===== src/rtl/vc_input_buffer_if.sv =====
// Handshake/bus bundle between a virtual-channel input buffer and its
// neighbours: upstream link, route computation, VC allocator and switch allocator.
interface vc_input_buffer_if #(
  parameter int unsigned DATA_SIZE = 32,
  parameter int unsigned PORT_SIZE = 3,
  parameter int unsigned VC_SIZE   = 2
);
  logic                 flit_valid_i;
  logic [1:0]           flit_type_i;
  logic [DATA_SIZE-1:0] flit_data_i;
  logic [PORT_SIZE-1:0] route_i;
  logic                 vc_request_o;
  logic [PORT_SIZE-1:0] out_port_o;
  logic                 vc_valid_i;
  logic [VC_SIZE-1:0]   vc_new_i;
  logic [VC_SIZE-1:0]   downstream_vc_o;
  logic                 sa_request_o;
  logic                 sa_grant_i;
  logic [1:0]           flit_type_o;
  logic [DATA_SIZE-1:0] flit_data_o;
  logic                 credit_o;
  logic                 is_idle_o;
  logic                 err_o;

  // Environment side: drives flits, routes and allocator grants.
  modport master (
    output flit_valid_i, flit_type_i, flit_data_i, route_i,
    output vc_valid_i, vc_new_i, sa_grant_i,
    input  vc_request_o, out_port_o, downstream_vc_o, sa_request_o,
    input  flit_type_o, flit_data_o, credit_o, is_idle_o, err_o
  );

  // Buffer side.
  modport slave (
    input  flit_valid_i, flit_type_i, flit_data_i, route_i,
    input  vc_valid_i, vc_new_i, sa_grant_i,
    output vc_request_o, out_port_o, downstream_vc_o, sa_request_o,
    output flit_type_o, flit_data_o, credit_o, is_idle_o, err_o
  );
endinterface


===== src/rtl/vc_input_buffer.sv =====
// Per-VC router input stage: flit FIFO plus IDLE -> VA -> ACTIVE VC state machine.
// Optional sticky protocol checker enabled by VC_INPUT_BUFFER_ERR_CHECK_EN.
module vc_input_buffer #(
  parameter int unsigned BUFFER_SIZE = 8,
  parameter int unsigned DATA_SIZE   = 32,
  parameter int unsigned PORT_NUM    = 5,
  parameter int unsigned PORT_SIZE   = 3,
  parameter int unsigned VC_SIZE     = 2
) (
  input  logic               clk,
  input  logic               rst,
  vc_input_buffer_if.slave   bus
);
  localparam int unsigned PTR_W = $clog2(BUFFER_SIZE);
  localparam int unsigned CNT_W = PTR_W + 1;

  localparam logic [1:0] FLIT_HEAD     = 2'b00;
  localparam logic [1:0] FLIT_BODY     = 2'b01;
  localparam logic [1:0] FLIT_TAIL     = 2'b10;
  localparam logic [1:0] FLIT_HEADTAIL = 2'b11;

  if ((BUFFER_SIZE < 2) || ((BUFFER_SIZE & (BUFFER_SIZE - 1)) != 0)) begin : g_bad_depth
    $error("vc_input_buffer: BUFFER_SIZE must be a power of two >= 2");
  end
  if ((1 << PORT_SIZE) < PORT_NUM) begin : g_bad_port
    $error("vc_input_buffer: PORT_SIZE too narrow for PORT_NUM");
  end

  typedef enum logic [1:0] {
    ST_IDLE   = 2'd0,
    ST_VA     = 2'd1,
    ST_ACTIVE = 2'd2
  } state_e;

  state_e               state_q, state_d;
  logic [PTR_W-1:0]     rd_ptr_q, rd_ptr_d;
  logic [PTR_W-1:0]     wr_ptr_q, wr_ptr_d;
  logic [CNT_W-1:0]     count_q, count_d;
  logic [PORT_SIZE-1:0] out_port_q, out_port_d;
  logic [VC_SIZE-1:0]   downstream_vc_q, downstream_vc_d;
  logic                 vc_request_q, vc_request_d;
  logic                 sa_request_q, sa_request_d;
  logic                 credit_q, credit_d;

  logic [1:0]           type_mem [BUFFER_SIZE];
  logic [DATA_SIZE-1:0] data_mem [BUFFER_SIZE];

  logic       empty, full, push, pop;
  logic [1:0] front_type;

  assign empty      = (count_q == '0);
  assign full       = (count_q == CNT_W'(BUFFER_SIZE));
  assign front_type = type_mem[rd_ptr_q];
  // A pop frees a slot in the same cycle, so a full FIFO can still accept.
  assign pop        = (state_q == ST_ACTIVE) && bus.sa_grant_i && !empty;
  assign push       = bus.flit_valid_i && (!full || pop);

  always_comb begin
    state_d         = state_q;
    rd_ptr_d        = rd_ptr_q;
    wr_ptr_d        = wr_ptr_q;
    count_d         = count_q;
    out_port_d      = out_port_q;
    downstream_vc_d = downstream_vc_q;

    if (push) wr_ptr_d = wr_ptr_q + PTR_W'(1);
    if (pop)  rd_ptr_d = rd_ptr_q + PTR_W'(1);
    case ({push, pop})
      2'b10:   count_d = count_q + CNT_W'(1);
      2'b01:   count_d = count_q - CNT_W'(1);
      default: count_d = count_q;
    endcase

    case (state_q)
      ST_IDLE: begin
        if (!empty && ((front_type == FLIT_HEAD) || (front_type == FLIT_HEADTAIL))) begin
          out_port_d = bus.route_i;
          state_d    = ST_VA;
        end
      end
      ST_VA: begin
        if (bus.vc_valid_i) begin
          downstream_vc_d = bus.vc_new_i;
          state_d         = ST_ACTIVE;
        end
      end
      ST_ACTIVE: begin
        if (pop && ((front_type == FLIT_TAIL) || (front_type == FLIT_HEADTAIL))) begin
          state_d = ST_IDLE;
        end
      end
      default: state_d = ST_IDLE;
    endcase

    // Request outputs are registered copies of what the next state implies.
    vc_request_d = (state_d == ST_VA);
    sa_request_d = (state_d == ST_ACTIVE) && (count_d != '0);
    credit_d     = pop;
  end

  always_ff @(posedge clk or posedge rst) begin
    if (rst) begin
      state_q         <= ST_IDLE;
      rd_ptr_q        <= '0;
      wr_ptr_q        <= '0;
      count_q         <= '0;
      out_port_q      <= '0;
      downstream_vc_q <= '0;
      vc_request_q    <= 1'b0;
      sa_request_q    <= 1'b0;
      credit_q        <= 1'b0;
    end else begin
      state_q         <= state_d;
      rd_ptr_q        <= rd_ptr_d;
      wr_ptr_q        <= wr_ptr_d;
      count_q         <= count_d;
      out_port_q      <= out_port_d;
      downstream_vc_q <= downstream_vc_d;
      vc_request_q    <= vc_request_d;
      sa_request_q    <= sa_request_d;
      credit_q        <= credit_d;
    end
  end

  // Storage needs no reset: validity is tracked entirely by the pointers/count.
  always_ff @(posedge clk) begin
    if (push) begin
      type_mem[wr_ptr_q] <= bus.flit_type_i;
      data_mem[wr_ptr_q] <= bus.flit_data_i;
    end
  end

  assign bus.vc_request_o    = vc_request_q;
  assign bus.out_port_o      = out_port_q;
  assign bus.downstream_vc_o = downstream_vc_q;
  assign bus.sa_request_o    = sa_request_q;
  assign bus.credit_o        = credit_q;
  assign bus.flit_type_o     = front_type;
  assign bus.flit_data_o     = data_mem[rd_ptr_q];
  assign bus.is_idle_o       = (state_q == ST_IDLE) && empty;

`ifdef VC_INPUT_BUFFER_ERR_CHECK_EN
  logic err_q, err_d;

  always_comb begin
    err_d = err_q
          | (bus.flit_valid_i && full && !pop)
          | ((state_q == ST_IDLE) && !empty &&
             ((front_type == FLIT_BODY) || (front_type == FLIT_TAIL)))
          | (bus.sa_grant_i && (empty || (state_q != ST_ACTIVE)));
  end

  always_ff @(posedge clk or posedge rst) begin
    if (rst) err_q <= 1'b0;
    else     err_q <= err_d;
  end

  assign bus.err_o = err_q;
`else
  assign bus.err_o = 1'b0;
`endif
endmodule


===== src/flat_wrapper.sv =====
// flat-port wrapper written by rule: the top's interface ports become plain ports
module vc_input_buffer_flat 
#(
  parameter int unsigned BUFFER_SIZE = 8,
  parameter int unsigned DATA_SIZE   = 32,
  parameter int unsigned PORT_NUM    = 5,
  parameter int unsigned PORT_SIZE   = 3,
  parameter int unsigned VC_SIZE     = 2
)
  (clk, rst, bus_flit_valid_i, bus_flit_type_i, bus_flit_data_i, bus_route_i, bus_vc_valid_i, bus_vc_new_i, bus_sa_grant_i, bus_vc_request_o, bus_out_port_o, bus_downstream_vc_o, bus_sa_request_o, bus_flit_type_o, bus_flit_data_o, bus_credit_o, bus_is_idle_o, bus_err_o);
  vc_input_buffer_if #(.DATA_SIZE(DATA_SIZE), .PORT_SIZE(PORT_SIZE), .VC_SIZE(VC_SIZE)) bus_i ();
  input  logic clk;
  input  logic rst;
  input wire logic [$bits(bus_i.flit_valid_i)-1:0] bus_flit_valid_i;
  input wire logic [$bits(bus_i.flit_type_i)-1:0] bus_flit_type_i;
  input wire logic [$bits(bus_i.flit_data_i)-1:0] bus_flit_data_i;
  input wire logic [$bits(bus_i.route_i)-1:0] bus_route_i;
  input wire logic [$bits(bus_i.vc_valid_i)-1:0] bus_vc_valid_i;
  input wire logic [$bits(bus_i.vc_new_i)-1:0] bus_vc_new_i;
  input wire logic [$bits(bus_i.sa_grant_i)-1:0] bus_sa_grant_i;
  output wire logic [$bits(bus_i.vc_request_o)-1:0] bus_vc_request_o;
  output wire logic [$bits(bus_i.out_port_o)-1:0] bus_out_port_o;
  output wire logic [$bits(bus_i.downstream_vc_o)-1:0] bus_downstream_vc_o;
  output wire logic [$bits(bus_i.sa_request_o)-1:0] bus_sa_request_o;
  output wire logic [$bits(bus_i.flit_type_o)-1:0] bus_flit_type_o;
  output wire logic [$bits(bus_i.flit_data_o)-1:0] bus_flit_data_o;
  output wire logic [$bits(bus_i.credit_o)-1:0] bus_credit_o;
  output wire logic [$bits(bus_i.is_idle_o)-1:0] bus_is_idle_o;
  output wire logic [$bits(bus_i.err_o)-1:0] bus_err_o;
  assign bus_i.flit_valid_i = bus_flit_valid_i;
  assign bus_i.flit_type_i = bus_flit_type_i;
  assign bus_i.flit_data_i = bus_flit_data_i;
  assign bus_i.route_i = bus_route_i;
  assign bus_i.vc_valid_i = bus_vc_valid_i;
  assign bus_i.vc_new_i = bus_vc_new_i;
  assign bus_i.sa_grant_i = bus_sa_grant_i;
  assign bus_vc_request_o = bus_i.vc_request_o;
  assign bus_out_port_o = bus_i.out_port_o;
  assign bus_downstream_vc_o = bus_i.downstream_vc_o;
  assign bus_sa_request_o = bus_i.sa_request_o;
  assign bus_flit_type_o = bus_i.flit_type_o;
  assign bus_flit_data_o = bus_i.flit_data_o;
  assign bus_credit_o = bus_i.credit_o;
  assign bus_is_idle_o = bus_i.is_idle_o;
  assign bus_err_o = bus_i.err_o;
  vc_input_buffer #(.BUFFER_SIZE(BUFFER_SIZE), .DATA_SIZE(DATA_SIZE), .PORT_NUM(PORT_NUM), .PORT_SIZE(PORT_SIZE), .VC_SIZE(VC_SIZE)) u_core (.clk(clk), .rst(rst), .bus(bus_i));
endmodule

===== config.mk =====
export PLATFORM = sky130hd
export DESIGN_NAME = vc_input_buffer_flat
export DESIGN_NICKNAME = d
export VERILOG_FILES = /design/src/rtl/vc_input_buffer_if.sv /design/src/rtl/vc_input_buffer.sv /design/src/flat_wrapper.sv
export SDC_FILE = /design/constraint.sdc
export NUM_CORES = 1
export LEC_CHECK = 0
export ABC_AREA = 1
export BUFFER_PORTS_ARGS = -buffer_cell sky130_fd_sc_hd__buf_2
export CAP_MARGIN = 10
export CORE_ASPECT_RATIO = 1.75
export CORE_MARGIN = 2
export CORE_UTILIZATION = 40
export DETAILED_ROUTE_END_ITERATION = 8
export GPL_ROUTABILITY_DRIVEN = 0
export GPL_TIMING_DRIVEN = 1
export REMOVE_ABC_BUFFERS = 1
export SLEW_MARGIN = 10
export SYNTH_ARGS = -nofsm -noshare
export SYNTH_HDL_FRONTEND = slang
export SYNTH_SLANG_ARGS = --single-unit
export TNS_END_PERCENT = 20

===== constraint.sdc =====
create_clock -name clk -period 8.3 [get_ports clk]
set_input_delay 0.415 -clock clk [delete_from_list [all_inputs] [get_ports clk]]
set_output_delay 0.415 -clock clk [all_outputs]
set_load 0.02 [all_outputs]

== Yosys cells after proc, flatten, opt, wreduce, memory -nomap -nowiden ==
Memories as Yosys holds them, arrays and structs flattened.
Cells that the tools add are included.
Cells by class
  add/sub/neg operators: 4
  equal/unequal tests: 9
  mux-type cells: 7
  reduce and logical (&&, ||, !) cells: 18
Operators with widths (count)
  equality test 2 bit (second input constant): 5
  case mux 4 bit (2 select lines): 1
  logical AND 1 bit: 7
  adder 3 x 1 -> 3 bit (second input constant): 2
  equality test 2 x 1 -> 1 bit (second input constant): 3
  2-to-1 mux 2 bit: 3
  case mux 2 bit (3 select lines): 1
  adder 4 x 1 -> 4 bit (second input constant): 1
  equality test 4 bit (second input constant): 1
  zero test 2 bit: 2
  zero test 4 bit: 1
  AND reduction 2 bit: 2
  nonzero test 4 bit: 1
  subtractor 4 x 1 -> 4 bit (second input constant): 1
  logical OR 1 bit: 3
  zero test 1 bit: 2
  2-to-1 mux 1 bit: 2
Word-level totals
  word-level logic and storage cells: 49
  bits in writable memories: 272
  memories kept: 2
  register bits: 20
Memories
  u_core.data_mem: words 8, bits a word 32, rd ports 1, clocked after memory_dff 0, write ports 1, RTL line vc_input_buffer.sv:46  | logic [DATA_SIZE-1:0] data_mem [BUFFER_SIZE];
  u_core.type_mem: words 8, bits a word 2, rd ports 1, clocked after memory_dff 0, write ports 1, RTL line vc_input_buffer.sv:45  | logic [1:0] type_mem [BUFFER_SIZE];

== Longest topological paths before layout ==
  depth in word-level cells: 9
  mapped depth: 15
  mapped depth without buffers: 15

== Least setup slack after synthesis ==
OpenSTA, ideal clock, no wires.
  path kind: reg-to-reg
  start: reg u_core.state_q[0]
  end: mem u_core.data_mem[0][0] (enable)
  setup time: 425 ps
  buffers on the path: 0
  cell stages (with the launch flop): 7
  period minus slack after synthesis: 2961 ps
  arrival: 2535 ps
  setup slack: 5339 ps
  data required time: 7875 ps
  path through: dfrtp_1 > inv_2 > nand3_1 > a21oi_2 > inv_1 > or2_1 > nor2_1
Between the ends
  word-level cells in the longest chain between the ends: 7
Ends and longest elaborated chain
  start: declaration: RTL line vc_input_buffer.sv:35  | state_e state_q, state_d;
  start signal: assignment: RTL line vc_input_buffer.sv:113  | state_q <= state_d;
  equality test 2 bit: RTL line vc_input_buffer.sv:55  | assign pop = (state_q == ST_ACTIVE) && bus.sa_grant_i && !empty;
  logical AND 1 bit (2 in a row): RTL line vc_input_buffer.sv:55
  logical OR 1 bit: RTL line vc_input_buffer.sv:56  | assign push = bus.flit_valid_i && (!full || pop);
  logical AND 1 bit: RTL line vc_input_buffer.sv:56
  2-to-1 mux 1 bit: RTL line vc_input_buffer.sv:127  | if (push) begin
  2-to-1 mux 1 bit (implied by the code): RTL line vc_input_buffer.sv:129  | data_mem[wr_ptr_q] <= bus.flit_data_i;
  end: declaration: RTL line vc_input_buffer.sv:46
Every way passes these cells.

== Final worst setup path ==
  start: reg u_core.rd_ptr_q[0]
  end: out bus_flit_data_o[0]
Between the ends
  word-level cells in the longest chain between the ends: 1
Ends and longest elaborated chain
  start: declaration: RTL line vc_input_buffer.sv:36  | logic [PTR_W-1:0] rd_ptr_q, rd_ptr_d;
  start signal: assignment: RTL line vc_input_buffer.sv:114  | rd_ptr_q <= rd_ptr_d;
  memory (8 x 32 bit)
  end: declaration: RTL line flat_wrapper.sv:26  | output wire logic [$bits(bus_i.flit_data_o)-1:0] bus_flit_data_o;
Every way passes these cells.

==> out/summary.txt <==
Final hold vios: 0
Clock power frac: 25.4%
Final setup violation count: 0
DRC: 0
DP Worst Slack: 4.87 ns
YS warnings: 0
Post-layout min period: 3.88 ns
Worst endpoint data arrival time: 3.46 ns
Post-CTS Hold Fix Bufs: 0
Maximum capacitance violations: 0
Worst setup SP type: flip-flop
Biggest area consumer among synthesized cells: edfxtp_1
Commonest cells after routing, fill and taps aside: edfxtp_1 (272), nor2_1 (240), o21ai_0 (138)
Placed Area: 12400 um2
CTS Buf Count: 26
Most common cell after layout, fill and taps aside: edfxtp_1
Setup crit end kind: primary output
Final Cell Area: 13300 um2
Total GRT Usage: 16.1%
Gate power share: 34.8%
GR Overflow Total: 0
Via count: 7135
Number of global-route vias before repair: 7199
Int Power: 0.00307 W
Synthesized cell area: 11500 um2
I/O Pins: 88
1st-pass router iterations: 4
Worst hold slack: 0.0303 ns
Post-DR vias/cell: 5.21
Sequential area share after synthesis: 75.2%
Initial core utilization: 40.4%
Max Root-Sink Buffers: 3
Post-Syn Instances: 895
IO buf count: 86
P_sw: 0.00181 W
Status: completed
Placeable Area: 28500 um2
Die span in y: 229 um
Final TNS setup: 0 ns
CTS-repair resized insts: 0
WP data required: 7.89 ns
RSZ-0062 raised after global routing: false
Yosys reg bits: 292
Ratio of cells with drive above 1 in the final layout: 17.1%
CTS H-Tree Depth: 1
Chip width: 132 um
Post-Route WL: 24.5 mm
Period utilisation layout: 46.7%
Worst Setup Slack, final: 4.42 ns
Clk sinks: 292
Initial antenna violation count: 2
Routed len/inst: 17.9 um
Fmax: 258 MHz
Final core utilization: 46.5%
Die area: 30300 um2
Reg clk slew, reported paths: 0.07 ns
Final HPWL DP: 13.2 mm
Synth top area share: 70.8%
Worst clock skew: 0.0165 ns
Reg power frac: 39.8%
Hold Crit Class: input pin to asynchronous set/reset pin
Area Growth Syn to Fin: 15.0%
CTS tree: built
Setup bufs post-CTS: 0
Post-route ant nets: 0
Worst IR drop on VDD: 0.203 mV
P per Cell Area: 368 nW/um2
Switching Fraction: 37.1%
CTS root buffer: clkbuf_16
Leading post-synthesis cells by cell area: edfxtp_1 (71%), nor2_1 (8.1%), o21ai_0 (6.0%)
Crit Path Max Fanout: 112
Worst-skew pair later-pin latency: 0.53 ns
Largest net degree at the start of global routing: 113
Post-synthesis area per instance: 12.9 um2
First-pass GRT wire length: 38.1 mm
1st-iter DRT viols: 525
# nets final: 1021
Tightest Pin Transition: 1.06 ns
Leakage: 4.58 nW
Number of placement rows: 82
Rel. slew slack: 29.2%
Yosys cell types: 34
Max-slew violations: 0
Crit Path Category: flip-flop to primary output
## cells in the mapped netlist
master    instances
buf_2            15
inv_2             2
xor2_1            4
o31ai_1           2
nand4_1           2
o21ai_1           3
nand3_4           1
buf_1             1
clkinv_1          1
buf_4             6
dfrtp_1          20
a31oi_1          33
a21oi_1           1
and2_1            1
inv_1            19
nand3_2           1
o22ai_1          35
mux2_2            5
a21oi_2           1
nor2_4            1
clkinv_2          2
or2_1             1
conb_1            1
ha_1              6
edfxtp_1        272
a21o_1            1
nand2_2           5
nor2_1          248
nand2_1          24
fa_1              1
o21ai_0         138
nor3_1            1
nand3_1          11
clkbuf_1         30
## stage by stage
stage	std cells	total power, W
floorplan	843	0.00309
global placement	1320	0.00368
detailed placement	1320	0.00370
CTS	1368	0.00494
global route	1369	0.00518
finish	1369	0.00489
## state kept, by name, summed over array words and instances (netlist names)
register and count:
u_core.data_mem 256, u_core.bus.vc_request_o 1, u_core.bus.sa_request_o 1, u_core.bus.out_port_o 3
u_core.state_q 2, u_core.bus.credit_o 1, u_core.count_q 4, u_core.type_mem 16
u_core.wr_ptr_q 3, u_core.bus.downstream_vc_o 2, u_core.rd_ptr_q 3
## kinds of logic (layout without fill, tap and decap cells)
kind of cell             Yosys count  count (layout)  share of synthesized area (%)
buffers and inverters             76             171                           2.85
AO/OA/AOI/OAI                    214             214                           10.1
adder cells (fa/ha/maj)            7               7                          0.825
flip-flops                       292             292                           75.2
XOR/XNOR                           4               4                          0.304
other                              1               2                         0.0325
multiplexers                       5               5                          0.488
AND/OR/NAND/NOR                  296             296                           10.2
## final cells by class
class	count	area [um2]
fill	2570	15300
sequential	292	8670
multi-input combinational	527	2590
clock buffer	29	683
timing repair buffer	99	528
tap	378	473
clock inverter	19	211
inverter	24	93.8
antenna	1	2.50
## power groups by stage
stage | sequential [W] | combinational, W | clock [W]
finish | 0.00194 | 0.00170 | 0.00124
global placement | 0.00197 | 0.00171 | 0
detailed placement | 0.00198 | 0.00172 | 0
floorplan | 0.00203 | 0.00106 | 0
global route | 0.00197 | 0.00190 | 0.00131
CTS | 0.00195 | 0.00173 | 0.00126
## path summary, 6_finish.rpt
check                                                      from                              endpoint  slack [ns]  cells after the start
setup / recovery                 u_core.rd_ptr_q[0]$_DFFE_PP0N_                    bus_flit_data_o[0]        4.42                      7
hold / removal                                              rst        u_core.rd_ptr_q[2]$_DFFE_PP0N_        0.03                      2
setup reg to reg                 u_core.rd_ptr_q[0]$_DFFE_PP0N_  u_core.bus.out_port_o[2]$_DFFE_PP0P_        4.88                      9
hold reg to reg            u_core.bus.out_port_o[1]$_DFFE_PP0P_  u_core.bus.out_port_o[1]$_DFFE_PP0P_        0.50                      1
max in group asynchronous                                   rst        u_core.rd_ptr_q[0]$_DFFE_PP0N_        7.67                      2
min in group clk                                 bus_vc_valid_i     u_core.bus.vc_request_o$_DFF_PP0_        0.09                      2
## critical path, stage by stage (launching register included)
cell and delay, ns:
dfrtp_4 0.72, clkinv_2 0.34, buf_4 0.86, o21ai_0 0.17, o22ai_1 0.16, nor2_1 0.05
a31oi_1 0.33, buf_2 0.24
## routing by layer
metal	share of wire, %	global-route usage, %	up-vias
met3	4.1	2.37	52
met2	53	29.4	160
met1	40	18.4	3545
met4	3.2	7.33	2
li1	-	-	3376
met5	0.029	0	-
(Power assumes the default switching activity.)
